[src/rtl/serial_word_rx_if.sv]
// Bus between the bit shifter side and the serial word receiver.
// The master drives the qualified serial bit stream; the slave returns decoded words.
interface serial_word_rx_if #(
  parameter int unsigned WIDTH = 8
);
  logic             din;
  logic             en;
  logic [WIDTH-1:0] dout;
  logic             dout_valid;
  logic             locked;
  logic             frame_done;

  modport master (
    output din,
    output en,
    input  dout,
    input  dout_valid,
    input  locked,
    input  frame_done
  );

  modport slave (
    input  din,
    input  en,
    output dout,
    output dout_valid,
    output locked,
    output frame_done
  );
endinterface

[src/rtl/serial_word_rx.sv]
// Serial-to-parallel receiver: hunts for a WIDTH-bit sync word, then deserializes
// FRAME_WORDS words MSB first, each presented with a one-cycle valid pulse.
module serial_word_rx #(
  parameter int unsigned      WIDTH       = 8,
  parameter logic [WIDTH-1:0] SYNC        = 8'hA5,
  parameter int unsigned      FRAME_WORDS = 4
) (
  input logic             clk,
  input logic             clr,
  serial_word_rx_if.slave bus
);

  localparam int unsigned FillW = $clog2(WIDTH + 1);
  localparam int unsigned BitW  = $clog2(WIDTH);
  localparam int unsigned WordW = (FRAME_WORDS > 1) ? $clog2(FRAME_WORDS) : 1;

  localparam logic [FillW-1:0] FillFull = FillW'(WIDTH);
  localparam logic [BitW-1:0]  BitLast  = BitW'(WIDTH - 1);
  localparam logic [WordW-1:0] WordLast = WordW'(FRAME_WORDS - 1);

  typedef enum logic {StHunt, StCollect} state_e;

  state_e             r_state;
  logic [WIDTH-1:0]   r_sreg;
  logic [FillW-1:0]   r_fill;
  logic [BitW-1:0]    r_bit;
  logic [WordW-1:0]   r_word;
  logic [WIDTH-1:0]   r_dout;
  logic               r_dout_valid;
  logic               r_locked;
  logic               r_frame_done;

  state_e             w_state_nxt;
  logic [WIDTH-1:0]   w_sreg_nxt;
  logic [FillW-1:0]   w_fill_nxt;
  logic [BitW-1:0]    w_bit_nxt;
  logic [WordW-1:0]   w_word_nxt;
  logic [WIDTH-1:0]   w_dout_nxt;
  logic               w_dout_valid_nxt;
  logic               w_locked_nxt;
  logic               w_frame_done_nxt;

  logic [WIDTH-1:0]   w_shift;
  logic [FillW-1:0]   w_fill_inc;

  assign w_shift    = {r_sreg[WIDTH-2:0], bus.din};
  // Fill count including the current bit, saturating at WIDTH.
  assign w_fill_inc = (r_fill == FillFull) ? r_fill : r_fill + 1'b1;

  // Next-state logic; pulses default low so they last exactly one cycle.
  always_comb begin
    w_state_nxt      = r_state;
    w_sreg_nxt       = r_sreg;
    w_fill_nxt       = r_fill;
    w_bit_nxt        = r_bit;
    w_word_nxt       = r_word;
    w_dout_nxt       = r_dout;
    w_dout_valid_nxt = 1'b0;
    w_locked_nxt     = r_locked;
    w_frame_done_nxt = 1'b0;

    if (bus.en) begin
      unique case (r_state)
        StHunt: begin
          w_sreg_nxt = w_shift;
          w_fill_nxt = w_fill_inc;
          // Fill guard keeps reset zeros in sreg from completing a match.
          if ((w_fill_inc == FillFull) && (w_shift == SYNC)) begin
            w_state_nxt  = StCollect;
            w_bit_nxt    = '0;
            w_word_nxt   = '0;
            w_locked_nxt = 1'b1;
          end
        end
        StCollect: begin
          w_sreg_nxt = w_shift;
          if (r_bit == BitLast) begin
            w_dout_nxt       = w_shift;
            w_dout_valid_nxt = 1'b1;
            w_bit_nxt        = '0;
            w_word_nxt       = r_word + 1'b1;
            if (r_word == WordLast) begin
              // Last word: clearing sreg/fill stops its bits from forming a sync.
              w_frame_done_nxt = 1'b1;
              w_locked_nxt     = 1'b0;
              w_state_nxt      = StHunt;
              w_sreg_nxt       = '0;
              w_fill_nxt       = '0;
              w_word_nxt       = '0;
            end
          end else begin
            w_bit_nxt = r_bit + 1'b1;
          end
        end
        default: w_state_nxt = StHunt;
      endcase
    end
  end

  // State and output registers with asynchronous clear.
  always_ff @(posedge clk or posedge clr) begin
    if (clr) begin
      r_state      <= StHunt;
      r_sreg       <= '0;
      r_fill       <= '0;
      r_bit        <= '0;
      r_word       <= '0;
      r_dout       <= '0;
      r_dout_valid <= 1'b0;
      r_locked     <= 1'b0;
      r_frame_done <= 1'b0;
    end else begin
      r_state      <= w_state_nxt;
      r_sreg       <= w_sreg_nxt;
      r_fill       <= w_fill_nxt;
      r_bit        <= w_bit_nxt;
      r_word       <= w_word_nxt;
      r_dout       <= w_dout_nxt;
      r_dout_valid <= w_dout_valid_nxt;
      r_locked     <= w_locked_nxt;
      r_frame_done <= w_frame_done_nxt;
    end
  end

  assign bus.dout       = r_dout;
  assign bus.dout_valid = r_dout_valid;
  assign bus.locked     = r_locked;
  assign bus.frame_done = r_frame_done;

endmodule
[src/flat_wrapper.sv]
// flat-port wrapper written by rule: the top's interface ports become plain ports
module serial_word_rx_flat 
#(
  parameter int unsigned      WIDTH       = 8,
  parameter logic [WIDTH-1:0] SYNC        = 8'hA5,
  parameter int unsigned      FRAME_WORDS = 4
)
  (clk, clr, bus_din, bus_en, bus_dout, bus_dout_valid, bus_locked, bus_frame_done);
  serial_word_rx_if #(.WIDTH(WIDTH)) bus_i ();
  input logic clk;
  input logic clr;
  input wire logic [$bits(bus_i.din)-1:0] bus_din;
  input wire logic [$bits(bus_i.en)-1:0] bus_en;
  output wire logic [$bits(bus_i.dout)-1:0] bus_dout;
  output wire logic [$bits(bus_i.dout_valid)-1:0] bus_dout_valid;
  output wire logic [$bits(bus_i.locked)-1:0] bus_locked;
  output wire logic [$bits(bus_i.frame_done)-1:0] bus_frame_done;
  assign bus_i.din = bus_din;
  assign bus_i.en = bus_en;
  assign bus_dout = bus_i.dout;
  assign bus_dout_valid = bus_i.dout_valid;
  assign bus_locked = bus_i.locked;
  assign bus_frame_done = bus_i.frame_done;
  serial_word_rx #(.WIDTH(WIDTH), .SYNC(SYNC), .FRAME_WORDS(FRAME_WORDS)) u_core (.clk(clk), .clr(clr), .bus(bus_i));
endmodule
[config.mk]
export PLATFORM = sky130hd
export DESIGN_NAME = serial_word_rx_flat
export DESIGN_NICKNAME = d
export VERILOG_FILES = /design/src/rtl/serial_word_rx_if.sv /design/src/rtl/serial_word_rx.sv /design/src/flat_wrapper.sv
export SDC_FILE = /design/constraint.sdc
export NUM_CORES = 1
export LEC_CHECK = 0
export CORE_ASPECT_RATIO = 0.5
export CORE_UTILIZATION = 49
export CTS_BUF_LIST = sky130_fd_sc_hd__clkbuf_8 sky130_fd_sc_hd__clkbuf_16
export CTS_CLUSTER_SIZE = 20
export DETAILED_ROUTE_END_ITERATION = 10
export PLACE_DENSITY = 0.83
export SLEW_MARGIN = 20
export SYNTH_ARGS = -nofsm -noshare
export SYNTH_HDL_FRONTEND = slang
export SYNTH_SLANG_ARGS = --single-unit
[constraint.sdc]
create_clock -name clk -period 2.1 [get_ports clk]
set_input_delay 0.315 -clock clk [delete_from_list [all_inputs] [get_ports clk]]
set_output_delay 0.315 -clock clk [all_outputs]
set_load 0.01 [all_outputs]
=== After elaboration in Yosys (flattened, before gate mapping) ===
Cells that the tools add are included.
W data, S select, Z words.

* Bits of input ports: 4
* Word-level logic and storage cells: 56
* Output and inout port bits: 11
* Bits in registers: 28

* Multiplexer cells: 29
* Bitwise logic cells: 1
* $add $sub $neg: 3
* Equality and inequality tests: 8
* Reductions and logical operators: 6

{| class="wikitable"
|+ Operators by type and width
! kind !! count
|-
| $mux W7 || 2
|-
| $pmux W7 S2 || 1
|-
| $mux W1 || 13
|-
| $mux W4 || 3
|-
| $reduce_and A3 Y1 || 3
|-
| $eq A4 B4 Y1 const B || 2
|-
| $eq A8 B8 Y1 const B || 1
|-
| $pmux W4 S2 || 1
|-
| $mux W2 || 3
|-
| $mux W3 || 2
|-
| $pmux W3 S2 || 1
|-
| $add A4 B1 Y4 const B || 1
|-
| $ne A2 B2 Y1 const B || 2
|-
| $pmux W1 S2 || 2
|-
| $pmux W2 S2 || 1
|-
| $reduce_and A4 Y1 || 1
|-
| $add A3 B1 Y3 const B || 1
|-
| $eq A3 B3 Y1 const B || 1
|-
| $add A2 B1 Y2 const B || 1
|-
| $eq A2 B2 Y1 const B || 1
|-
| $ne A2 B1 Y1 const B || 1
|-
| $reduce_and A2 Y1 || 1
|-
| $logic_and A1 B1 Y1 || 1
|-
| $not A1 Y1 || 1
|}

=== Depth between registers and ports, before layout ===
Gate-level depths: netlist of the first run.

* Depth in word-level cells: 6
* Mapped depth: 7
* Mapped depth without buffers: 6

=== Worst setup path before layout of the first run ===
No wires, ideal clock.

* Path type: reg-to-reg
* From: register u_core.r_fill[0]
* To: register u_core.r_bit[2]
* Setup slack: 0.182 ns
* Data arrival time: 1.768 ns
* Setup time: 0.150 ns
* Data required time: 1.950 ns
* Clock period less this slack: 1.918 ns
* Cell stages (with the launch flop): 7
* Cell sequence: dfrtp_1 -> inv_1 -> ha_1 -> nor4bb_1 -> nand4b_1 -> a2111oi_4 -> o311ai_0

* Word-level cells in the longest chain between the ends: 6

{| class="wikitable"
|+ RTL lines
! element !! RTL line !! text
|-
| start: declaration || serial_word_rx.sv:25 || <nowiki>logic [FillW-1:0] r_fill;</nowiki>
|-
| start signal: assignment || serial_word_rx.sv:115 || <nowiki>r_fill <= w_fill_nxt;</nowiki>
|-
| $add A4 B1 Y4 or $eq A4 B4 Y1 (tied branches) || serial_word_rx.sv:48 || <nowiki>assign w_fill_inc = (r_fill == FillFull) ? r_fill : r_fill + 1'b1;</nowiki>
|-
| $mux W4 * || serial_word_rx.sv:48 ||
|-
| $eq A4 B4 Y1 * || serial_word_rx.sv:68 || <nowiki>if ((w_fill_inc == FillFull) && (w_shift == SYNC)) begin</nowiki>
|-
| $logic_and A1 B1 Y1 * || serial_word_rx.sv:68 ||
|-
| $ne A2 B1 Y1 (no line) * || n/a ||
|-
| $reduce_and A2 Y1 (no line) * || n/a ||
|-
| end signal: assignment || serial_word_rx.sv:116 || <nowiki>r_bit <= w_bit_nxt;</nowiki>
|-
| end: declaration || serial_word_rx.sv:26 || <nowiki>logic [BitW-1:0] r_bit;</nowiki>
|}

Mark *: on every way between the ends. The rest lies on a longest branch, timed or not.
A chain may end at the register's enable or synchronous reset.

=== Worst setup path in the final report of the first run ===
* From: register u_core.r_fill[0]
* To: register u_core.r_word[1]

* Word-level cells in the longest chain between the ends: 6

{| class="wikitable"
|+ RTL lines
! element !! RTL line !! text
|-
| $add A4 B1 Y4 or $eq A4 B4 Y1 (tied branches) || serial_word_rx.sv:48 ||
|-
| $mux W4 * || serial_word_rx.sv:48 ||
|-
| $eq A4 B4 Y1 * || serial_word_rx.sv:68 ||
|-
| $logic_and A1 B1 Y1 * || serial_word_rx.sv:68 ||
|-
| $ne A2 B1 Y1 (no line) * || n/a ||
|-
| $reduce_and A3 Y1 (no line) * || n/a ||
|-
| end signal: assignment || serial_word_rx.sv:117 || <nowiki>r_word <= w_word_nxt;</nowiki>
|-
| end: declaration || serial_word_rx.sv:27 || <nowiki>logic [WordW-1:0] r_word;</nowiki>
|}

Marks and branches as above.

==> metrics.yaml, run 1 <==
synth:
  postSynthCellCount: 131
  seq_area_frac_synth: 0.515
  syn-num-nets: 140
  avgSynthCellArea_sq_um: 10.4
  syn_area_sq_um: 1360
  yosysTopAreaCell: "dfrtp_1"
  ys_types: 34
  ys_seq_elements: 28
  yosysWarningCount: 0
  synth_top_area_frac: 0.515
  synthTopCellsByArea: "dfrtp_1 (52%), nand2_1 (5.2%), mux2_2 (5.0%)"
timing:
  whs_ps: 385
  rsz0062_at_grt: "no"
  max_clock_freq_mhz: 525
  setup_slack_ps: 194
  tns_ps: 0
  clock-skew-final_ps: 12.7
  min_period_ps: 1910
  period_share: 0.907
  finalSetupViolCount: 0
  slew_headroom: 0.733
  finalHoldViolCount: 0
  slew_violations: 0
  worst_slew_pin_slew_ps: 395
grt:
  grt_pass1_vias: 923
  grt_pass1_wl_microns: 4350
  antenna_found_initial: 0
  grt.overflow.total: 0
  grtUsageTotal: 0.198
  grt_max_degree: 29
critical_path:
  cp_slowest_cell: "dfrtp_1"
  cp.arrival_ps: 2050
  crit_chain: "inv_1 > ha_1 > nor4bb_1 > nand4b_1 > a2111oi_4 > buf_4 > o311ai_0"
  max_stage_delay_ps: 370
  path_max_fanout: 7
  cp-start-kind: "register"
  reg2reg_depth: 7
  worstSetupPathType: "reg -> reg"
  cp_data_required_time_ps: 2240
  endpoint_kind: "register"
floorplan:
  core-area_sq_um: 2620
  pin_count: 15
  row_count: 13
  die_x_microns: 76.5
  chipHeight_microns: 39.3
  die-area_sq_um: 3000
  start_util: 0.519
drt:
  vias: 1012
  post_drt_via_cell_ratio: 5.38
  drt_iter0_markers: 79
  post_drt_wl_per_cell_microns: 13.9
  firstDrtPassIters: 4
  ant_nets: 0
  drc: 0
  wirelength_microns: 2610
finish:
  fillerInstances: 195
  finalNonFillerCells: 188
  nets: 161
  layout_commonest_cell: "dfrtp_1"
  fin_area_sq_um: 1640
  synthToLayoutAreaGrowth_pct: 20.8
  most-common-layout-cells: "dfrtp_1 (28), nand2_1 (19), clkdlybuf4s50_1 (14), inv_1 (11), o21ai_0 (11)"
  diodes: 0
  drive_above_1_share: 0.152
clock_network:
  cts_resized: 0
  clk_pin_slew_worst_paths_ps: 100
  cts_buffer_depth: 2
  hold_buffers: 0
  cts_tree: "yes"
  clock-sinks: 28
  cts_max_level: 1
  insertion_delay_ps: 290
  cts_setup_buffers: 0
  cts_buffers: 3
  cts_root_buf: "clkbuf_8"
worst_hold_path:
  hold_path_class: "in -> async"
power_and_ir_drop:
  vdd_drop_max_mv: 0.730
  power_density_nw_per_um2: 1350
  p_leak_nw: 0.764
place:
  gp_congestion: 0.779
  pre_cts_slack_ps: -46.3
  dp_hpwl_microns: 1890
  dp_cells: 184
  portBuffers: 14
  place_area_sq_um: 1570
outcome:
  outcome: "complete, no violations"
job:
  maxCapViolCount: 0
worst max-delay path: cells and delay by family, from the launching register on:
| family | cells | cell delay, ps |
|---|---|---|
| AO/OA/AOI/OAI | 2 | 360 |
| adder cells (fa/ha/maj) | 1 | 330 |
| buffers and inverters | 2 | 240 |
| flip-flops | 1 | 370 |
| AND/OR/NAND/NOR | 2 | 460 |
where the power goes:
part           total (mW)  leakage, nW  internal (mW)  switching (mW)
Clock               0.434       0.0357          0.256           0.179
Sequential          0.917        0.347          0.736           0.181
Combinational       0.864        0.381          0.433           0.431
routing by layer:
| layer | GRT usage | share of wire | vias to the layer above |
|---|---|---|---|
| li1 | - | - | 496 |
| met1 | 0.255 | 0.46 | 497 |
| met2 | 0.342 | 0.49 | 14 |
| met3 | 0.0465 | 0.037 | 5 |
| met4 | 0.0625 | 0.013 | 0 |
| met5 | 0 | 0 | - |
synth_stat cells (all sizes together):
library cell   n
clkbuf         2
a2111oi        1
xor2           1
nor4bb         1
o21ai         11
nand4bb        1
a22o           1
nand3          7
and3b          1
buf            3
nand4b         1
dfrtp         28
a21oi          1
a21bo          1
or2            1
inv           11
a21o           1
mux2           6
or3            1
nor2b          1
nor3           3
o31ai          1
clkinv         1
ha             5
o2bb2ai        2
o311ai         4
mux2i          4
o22ai          2
nand2         19
o31a           1
nor2           8
state kept, by name, indices dropped and copies added, names as in the netlist:
name,flops
u_core.bus.dout,8
u_core.bus.dout_valid,1
u_core.bus.frame_done,1
u_core.r_bit,3
u_core.r_state,1
u_core.r_fill,4
u_core.r_sreg,7
u_core.r_word,2
u_core.bus.locked,1
path summary, 6_finish.rpt:
| path | from | to | slack, ps |
|---|---|---|---|
| hold reg to reg | u_core.bus.dout[1]$_DFFE_PP0P_ | u_core.bus.dout[1]$_DFFE_PP0P_ | 490 |
| max in group asynchronous | clr | u_core.bus.frame_done$_DFF_PP0_ | 1450 |
| hold / removal | clr | u_core.r_sreg[6]$_DFFE_PP0P_ | 380 |
| min in group clk | u_core.bus.dout[1]$_DFFE_PP0P_ | u_core.bus.dout[1]$_DFFE_PP0P_ | 490 |
| setup / recovery | u_core.r_fill[0]$_DFFE_PP0P_ | u_core.r_word[1]$_DFFE_PP0P_ | 190 |
| setup reg to reg | u_core.r_fill[0]$_DFFE_PP0P_ | u_core.r_word[1]$_DFFE_PP0P_ | 190 |
cell families (layout without fill, tap and decap cells):
kind of cell / Yosys count / in the layout / synth area share
AOI/OAI and AO/OA: 26 / 26 / 0.145
xor gates and xnor gates: 1 / 1 / 0.00644
adders and majority gates: 5 / 5 / 0.0460
buffers and inverters: 17 / 37 / 0.0534
DFF: 28 / 28 / 0.515
muxes: 10 / 10 / 0.0791
and+or+nand+nor: 44 / 44 / 0.155
metrics by stage:
stage	utilization	power (mW)
2_1_floorplan	-	1.44
3_3_place_gp	0.600	1.72
5_1_grt	0.627	2.37
6_report	0.627	2.22
4_1_cts	0.627	2.22
3_5_place_dp	0.600	1.78
area by class of cell:
type	instances	area (sq um)	area share
clock buffer	3	41.3	0.0251
clock inverter	1	30.0	0.0183
inverter	12	45.0	0.0274
multi-input combinational	86	587	0.357
sequential	28	701	0.427
tap	37	46.3	0.0282
timing repair buffer	21	193	0.117
Power figures use the tool's default switching activity.
==> inputs of run 2 (changes only) <==
--- a/config.mk
+++ b/config.mk
@@ -5,12 +5,12 @@
 export SDC_FILE = /design/constraint.sdc
 export NUM_CORES = 1
 export LEC_CHECK = 0
-export CORE_ASPECT_RATIO = 0.5
-export CORE_UTILIZATION = 49
+export CORE_UTILIZATION = 54
 export CTS_BUF_LIST = sky130_fd_sc_hd__clkbuf_8 sky130_fd_sc_hd__clkbuf_16
 export CTS_CLUSTER_SIZE = 20
 export DETAILED_ROUTE_END_ITERATION = 10
-export PLACE_DENSITY = 0.83
+export GPL_ROUTABILITY_DRIVEN = 0
+export PLACE_DENSITY = 0.86
 export SLEW_MARGIN = 20
 export SYNTH_ARGS = -nofsm -noshare
 export SYNTH_HDL_FRONTEND = slang
==> constraint.sdc (replaced) <==
create_clock -name clk -period 2.3 [get_ports clk]
set_input_delay 0.345 -clock clk [delete_from_list [all_inputs] [get_ports clk]]
set_output_delay 0.345 -clock clk [all_outputs]
set_load 0.01 [all_outputs]
==> run 2 against run 1 <==
  * Core utilization increased by 6.3 points
  * Wire length increased by 2.5%
  * Largest power group unchanged
  * Non-clock buffer count decreased by 4
  * Via count decreased by 1.7%
  * Sequential power decreased by 6.7%
  * Critical endpoint is now u_core.r_bit[1]$_DFFE_PP0P_
  * Final cell count decreased by 6.9%
  * Register-to-register slack improved by 60 ps
  * Cell area decreased by 3.5%
  * Sequential share of layout area increased by 1.5 points
==> metrics.yaml, run 2 (synthesis gave the netlist of run 1 again) <==
power_and_ir_drop:
  vdd_drop_max_mv: 0.884
  power_density_nw_per_um2: 1190
  total_power_mw: 1.89
  p_leak_nw: 0.737
drt:
  firstDrtPassIters: 4
  post_drt_wl_per_cell_microns: 15.3
  wirelength_microns: 2680
  vias: 995
  drc: 0
  ant_nets: 0
  drt_iter0_markers: 23
  post_drt_via_cell_ratio: 5.69
floorplan:
  core-area_sq_um: 2300
  chipHeight_microns: 52.2
  start_util: 0.592
  pin_count: 15
  die_x_microns: 52.2
  row_count: 17
  die-area_sq_um: 2720
clock_network:
  cts_max_level: 1
  cts_root_buf: "clkbuf_8"
  insertion_delay_ps: 270
  cts_resized: 0
  cts_buffer_depth: 2
  cts_buffers: 3
  hold_buffers: 0
  cts_setup_buffers: 0
  cts_tree: "yes"
  clk_pin_slew_worst_paths_ps: 90
  clock-sinks: 28
grt:
  grtUsageTotal: 0.232
  grt.overflow.total: 0
  grt_max_degree: 29
  antenna_found_initial: 0
  grt_pass1_vias: 1007
  grt_pass1_wl_microns: 4540
timing:
  min_period_ps: 2040
  period_share: 0.888
  clock-skew-final_ps: 3.05
  finalSetupViolCount: 0
  slew_violations: 0
  worst_slew_pin_slew_ps: 464
  tns_ps: 0
  rsz0062_at_grt: "no"
  finalHoldViolCount: 0
  max_clock_freq_mhz: 490
  slew_headroom: 0.691
finish:
  most-common-layout-cells: "dfrtp_1 (28), nand2_1 (19), clkdlybuf4s50_1 (14), inv_1 (11), o21ai_0 (11)"
  fillerInstances: 180
  drive_above_1_share: 0.129
  fin_util: 0.690
  synthToLayoutAreaGrowth_pct: 16.6
  fin_area_sq_um: 1590
  diodes: 0
  nets: 157
  layout_commonest_cell: "dfrtp_1"
  finalNonFillerCells: 175
  largest_register_ff_count: 8
critical_path:
  path_max_fanout: 8
  endpoint_kind: "register"
  cp_data_required_time_ps: 2440
  cp.arrival_ps: 2180
  worstSetupPathType: "reg -> reg"
  cp-start-kind: "register"
place:
  dp_hpwl_microns: 2010
  portBuffers: 14
  dp_cells: 171
  place_area_sq_um: 1530
outcome:
  outcome: "complete, no violations"
worst_hold_path:
  hold_path_class: "in -> async"
job:
  maxCapViolCount: 0
[run 2: changes by cell type in the layout (fill, tap and decap cells not counted), sizes merged]
cell | before | now
clkbuf | 3 | 4
bufinv | 1 | 0
buf | 7 | 3
[run 2: power breakdown]
group / leakage, nW / switching (mW) / internal [mW]
clock: 0.0288 / 0.146 / 0.153
combinational: 0.361 / 0.363 / 0.368
sequential: 0.347 / 0.183 / 0.673
total: 0.737 / 0.692 / 1.19
[run 2: layout make-up]
class                   instances  area, sq um  area share
repair buffers                 17          163       0.103
well taps                      28         35.0      0.0221
clock buffers                   4         55.1      0.0347
flip-flops and latches         28          701       0.442
multi-input cells              86          587       0.370
inverters                      12         45.0      0.0284
[run 2: path summary, 6_finish.rpt]
| kind | from | end | slack, ps | cells past startpoint |
|---|---|---|---|---|
| setup / recovery | u_core.r_fill[0]$_DFFE_PP0P_ | u_core.r_bit[1]$_DFFE_PP0P_ | 260 | 6 |
| hold / removal | clr | u_core.r_sreg[0]$_DFFE_PP0P_ | 440 | 3 |
| setup reg to reg | u_core.r_fill[0]$_DFFE_PP0P_ | u_core.r_bit[1]$_DFFE_PP0P_ | 260 | 6 |
| hold reg to reg | u_core.bus.dout[2]$_DFFE_PP0P_ | u_core.bus.dout[2]$_DFFE_PP0P_ | 490 | 2 |
| max in group asynchronous | clr | u_core.bus.frame_done$_DFF_PP0_ | 1600 | 3 |
| min in group clk | u_core.bus.dout[2]$_DFFE_PP0P_ | u_core.bus.dout[2]$_DFFE_PP0P_ | 490 | 2 |
[run 2: per-layer routing]
metal / wire length [microns] / up-vias / track usage
met5: 0 / - / 0
met4: 26 / 0 / 0.0658
met3: 65 / 2 / 0.0406
met2: 1360 / 15 / 0.391
met1: 1220 / 490 / 0.308
li1: - / 488 / -
[run 2: critical path, cell delays in order (launching register included)]
cell and delay, ps:
dfrtp_1 470, inv_1 70, ha_1 310, nor4bb_1 290, nand4b_1 190, a2111oi_4 400, o311ai_0 170
[run 2: metrics by stage]
stage,setup WS (ps),hold slack (ps)
5_1_grt,29.8,502
3_5_place_dp,101,473
4_1_cts,87.2,462
6_report,257,444
2_1_floorplan,382,410
3_3_place_gp,180,473
==> inputs of run 3 (changes only) <==
--- a/config.mk
+++ b/config.mk
@@ -11,6 +11,7 @@
 export DETAILED_ROUTE_END_ITERATION = 10
 export GPL_ROUTABILITY_DRIVEN = 0
 export PLACE_DENSITY = 0.86
+export RECOVER_POWER = 100
 export SLEW_MARGIN = 20
 export SYNTH_ARGS = -nofsm -noshare
 export SYNTH_HDL_FRONTEND = slang
==> run 3 against run 2 <==
  * Critical path depth unchanged
  * Power decreased by 1.6%
  * Final cell count unchanged
  * Critical path type unchanged
  * Count of clock-buffer cells in the layout unchanged
  * Core utilization decreased by 0.33 points
  * Highest routed layer unchanged
  * Die area unchanged
  * Combinational power decreased by 4.1%
  * Clock power about the same
  * Worst setup slack got worse by 4.1 ps
  * Flip-flop and latch count unchanged
  * Register-to-register slack about the same
==> metrics.yaml, run 3 (synthesis gave the netlist of run 1 again) <==
timing:
  rsz0062_at_grt: "no"
  clock-skew-final_ps: 1.73
  tns_ps: 0
  slew_headroom: 0.0166
  worst_slew_pin_slew_ps: 1480
  min_period_ps: 2050
  max_clock_freq_mhz: 489
  slew_violations: 0
  finalSetupViolCount: 0
  period_share: 0.890
  finalHoldViolCount: 0
critical_path:
  cp_data_required_time_ps: 2430
  cp_top_family: "compound AO/OA/AOI/OAI gates"
  reg2reg_depth: 6
  reg2reg_from: "u_core.r_fill[0]$_DFFE_PP0P_"
  crit_chain: "inv_1 > ha_1 > nor4bb_1 > nand4b_1 > a2111oi_4 > o311ai_0"
  path_max_fanout: 8
  critPathBufInv: 1
  worstSetupPathType: "reg -> reg"
  reg2reg_setup_slack_ps: 250
  cp-start-kind: "register"
  max_stage_delay_ps: 470
  worstReg2RegEnd: "u_core.r_word[0]$_DFFE_PP0P_"
  cp.arrival_ps: 2180
  cp_slowest_cell: "dfrtp_1"
  endpoint_kind: "register"
finish:
  synthToLayoutAreaGrowth_pct: 16.0
  multi_input_area_sq_um: 587
  layout_commonest_cell: "dfrtp_1"
  fillerInstances: 180
  nets: 157
  most-common-layout-cells: "dfrtp_1 (28), nand2_1 (19), dlygate4sd3_1 (12), inv_1 (11), o21ai_0 (11)"
  largest_register_ff_count: 8
  finalNonFillerCells: 175
  register_area_sq_um: 701
  drive_above_1_share: 0.116
  diodes: 0
drt:
  drt_iter0_markers: 22
  wirelength_microns: 2690
  drc: 0
  post_drt_via_cell_ratio: 5.73
  vias: 1002
  post_drt_wl_per_cell_microns: 15.4
  firstDrtPassIters: 4
  ant_nets: 0
grt:
  antenna_found_initial: 0
  grt_max_degree: 29
  grt_pass1_vias: 1007
  grt.overflow.total: 0
  grt_pass1_wl_microns: 4540
  grtUsageTotal: 0.232
floorplan:
  row_count: 17
  core-area_sq_um: 2300
  start_util: 0.592
  die_x_microns: 52.2
  chipHeight_microns: 52.2
  die-area_sq_um: 2720
  pin_count: 15
clock_network:
  cts_resized: 0
  insertion_delay_ps: 270
  cts_buffer_depth: 2
  cts_max_level: 1
  cts_buffers: 3
  cts_tree: "yes"
  cts_root_buf: "clkbuf_8"
  clock-sinks: 28
  cts_setup_buffers: 0
  hold_buffers: 0
  clk_pin_slew_worst_paths_ps: 90
place:
  dp_cells: 171
  dp_hpwl_microns: 2010
  portBuffers: 14
power_and_ir_drop:
  clkPwrFrac: 0.162
  total_power_mw: 1.86
  combPwrFrac: 0.378
  pwr-share-seq: 0.459
  internal_power_mw: 1.17
  vdd_drop_max_mv: 0.879
  p_sw_frac: 0.373
  power_density_nw_per_um2: 1180
  switchingPower_mw: 0.692
  p_leak_nw: 0.757
worst_hold_path:
  worstHoldStart: "u_core.bus.dout[2]$_DFFE_PP0P_"
  holdPathEnd: "u_core.bus.dout[2]$_DFFE_PP0P_"
  hold_path_class: "reg -> reg"
  holdPathStages: 2
outcome:
  outcome: "complete, no violations"
job:
  maxCapViolCount: 0
run 3: through the flow:
step	utilization	hold slack (ps)	worst slack (ps)	area [sq um]
final	0.687	486	253	1580
after detailed placement	0.666	473	101	1530
after floorplan	-	410	382	1360
after global placement	0.666	473	180	1530
after CTS	0.690	462	87.2	1590
after global routing	0.687	536	37.7	1580
run 3: how the worst max path moves through the flow:
stage	start	endpoint	slack, ps	depth (start not counted)
global route	u_core.r_fill[0]$_DFFE_PP0P_	u_core.r_bit[1]$_DFFE_PP0P_	40	6
global placement	bus_din	u_core.r_bit[2]$_DFFE_PP0P_	180	5
CTS	u_core.r_fill[0]$_DFFE_PP0P_	u_core.r_bit[1]$_DFFE_PP0P_	90	6
floorplan	u_core.r_fill[0]$_DFFE_PP0P_	u_core.r_bit[2]$_DFFE_PP0P_	380	6
detailed placement	bus_din	u_core.r_bit[1]$_DFFE_PP0P_	100	5
finish	u_core.r_fill[0]$_DFFE_PP0P_	u_core.r_word[0]$_DFFE_PP0P_	250	6
run 3: final cells by class:
cell class / instances / share of cell area
multi-input cells: 86 / 0.372
clock buffers: 4 / 0.0349
repair buffers: 17 / 0.0983
inverters: 12 / 0.0285
flip-flops and latches: 28 / 0.444
well taps: 28 / 0.0222
run 3: worst register-to-register path: stages, from the launching register on:
cell and delay, ps:
dfrtp_1 470, inv_1 70, ha_1 310, nor4bb_1 290, nand4b_1 200, a2111oi_4 390, o311ai_0 180
run 3: power groups by stage:
stage	registers [mW]	clock network (mW)	logic (mW)
after floorplan	0.834	0	0.485
after global placement	0.848	0	0.693
after detailed placement	0.867	0	0.737
after CTS	0.857	0.308	0.740
after global routing	0.882	0.324	0.794
final	0.853	0.301	0.702
run 3: per-layer routing:
metal	up-vias	global-route usage	wire (microns)
met4	0	0.0658	26
met1	498	0.308	1230
met3	2	0.0406	65
met5	-	0	0
met2	13	0.391	1370
li1	489	-	-
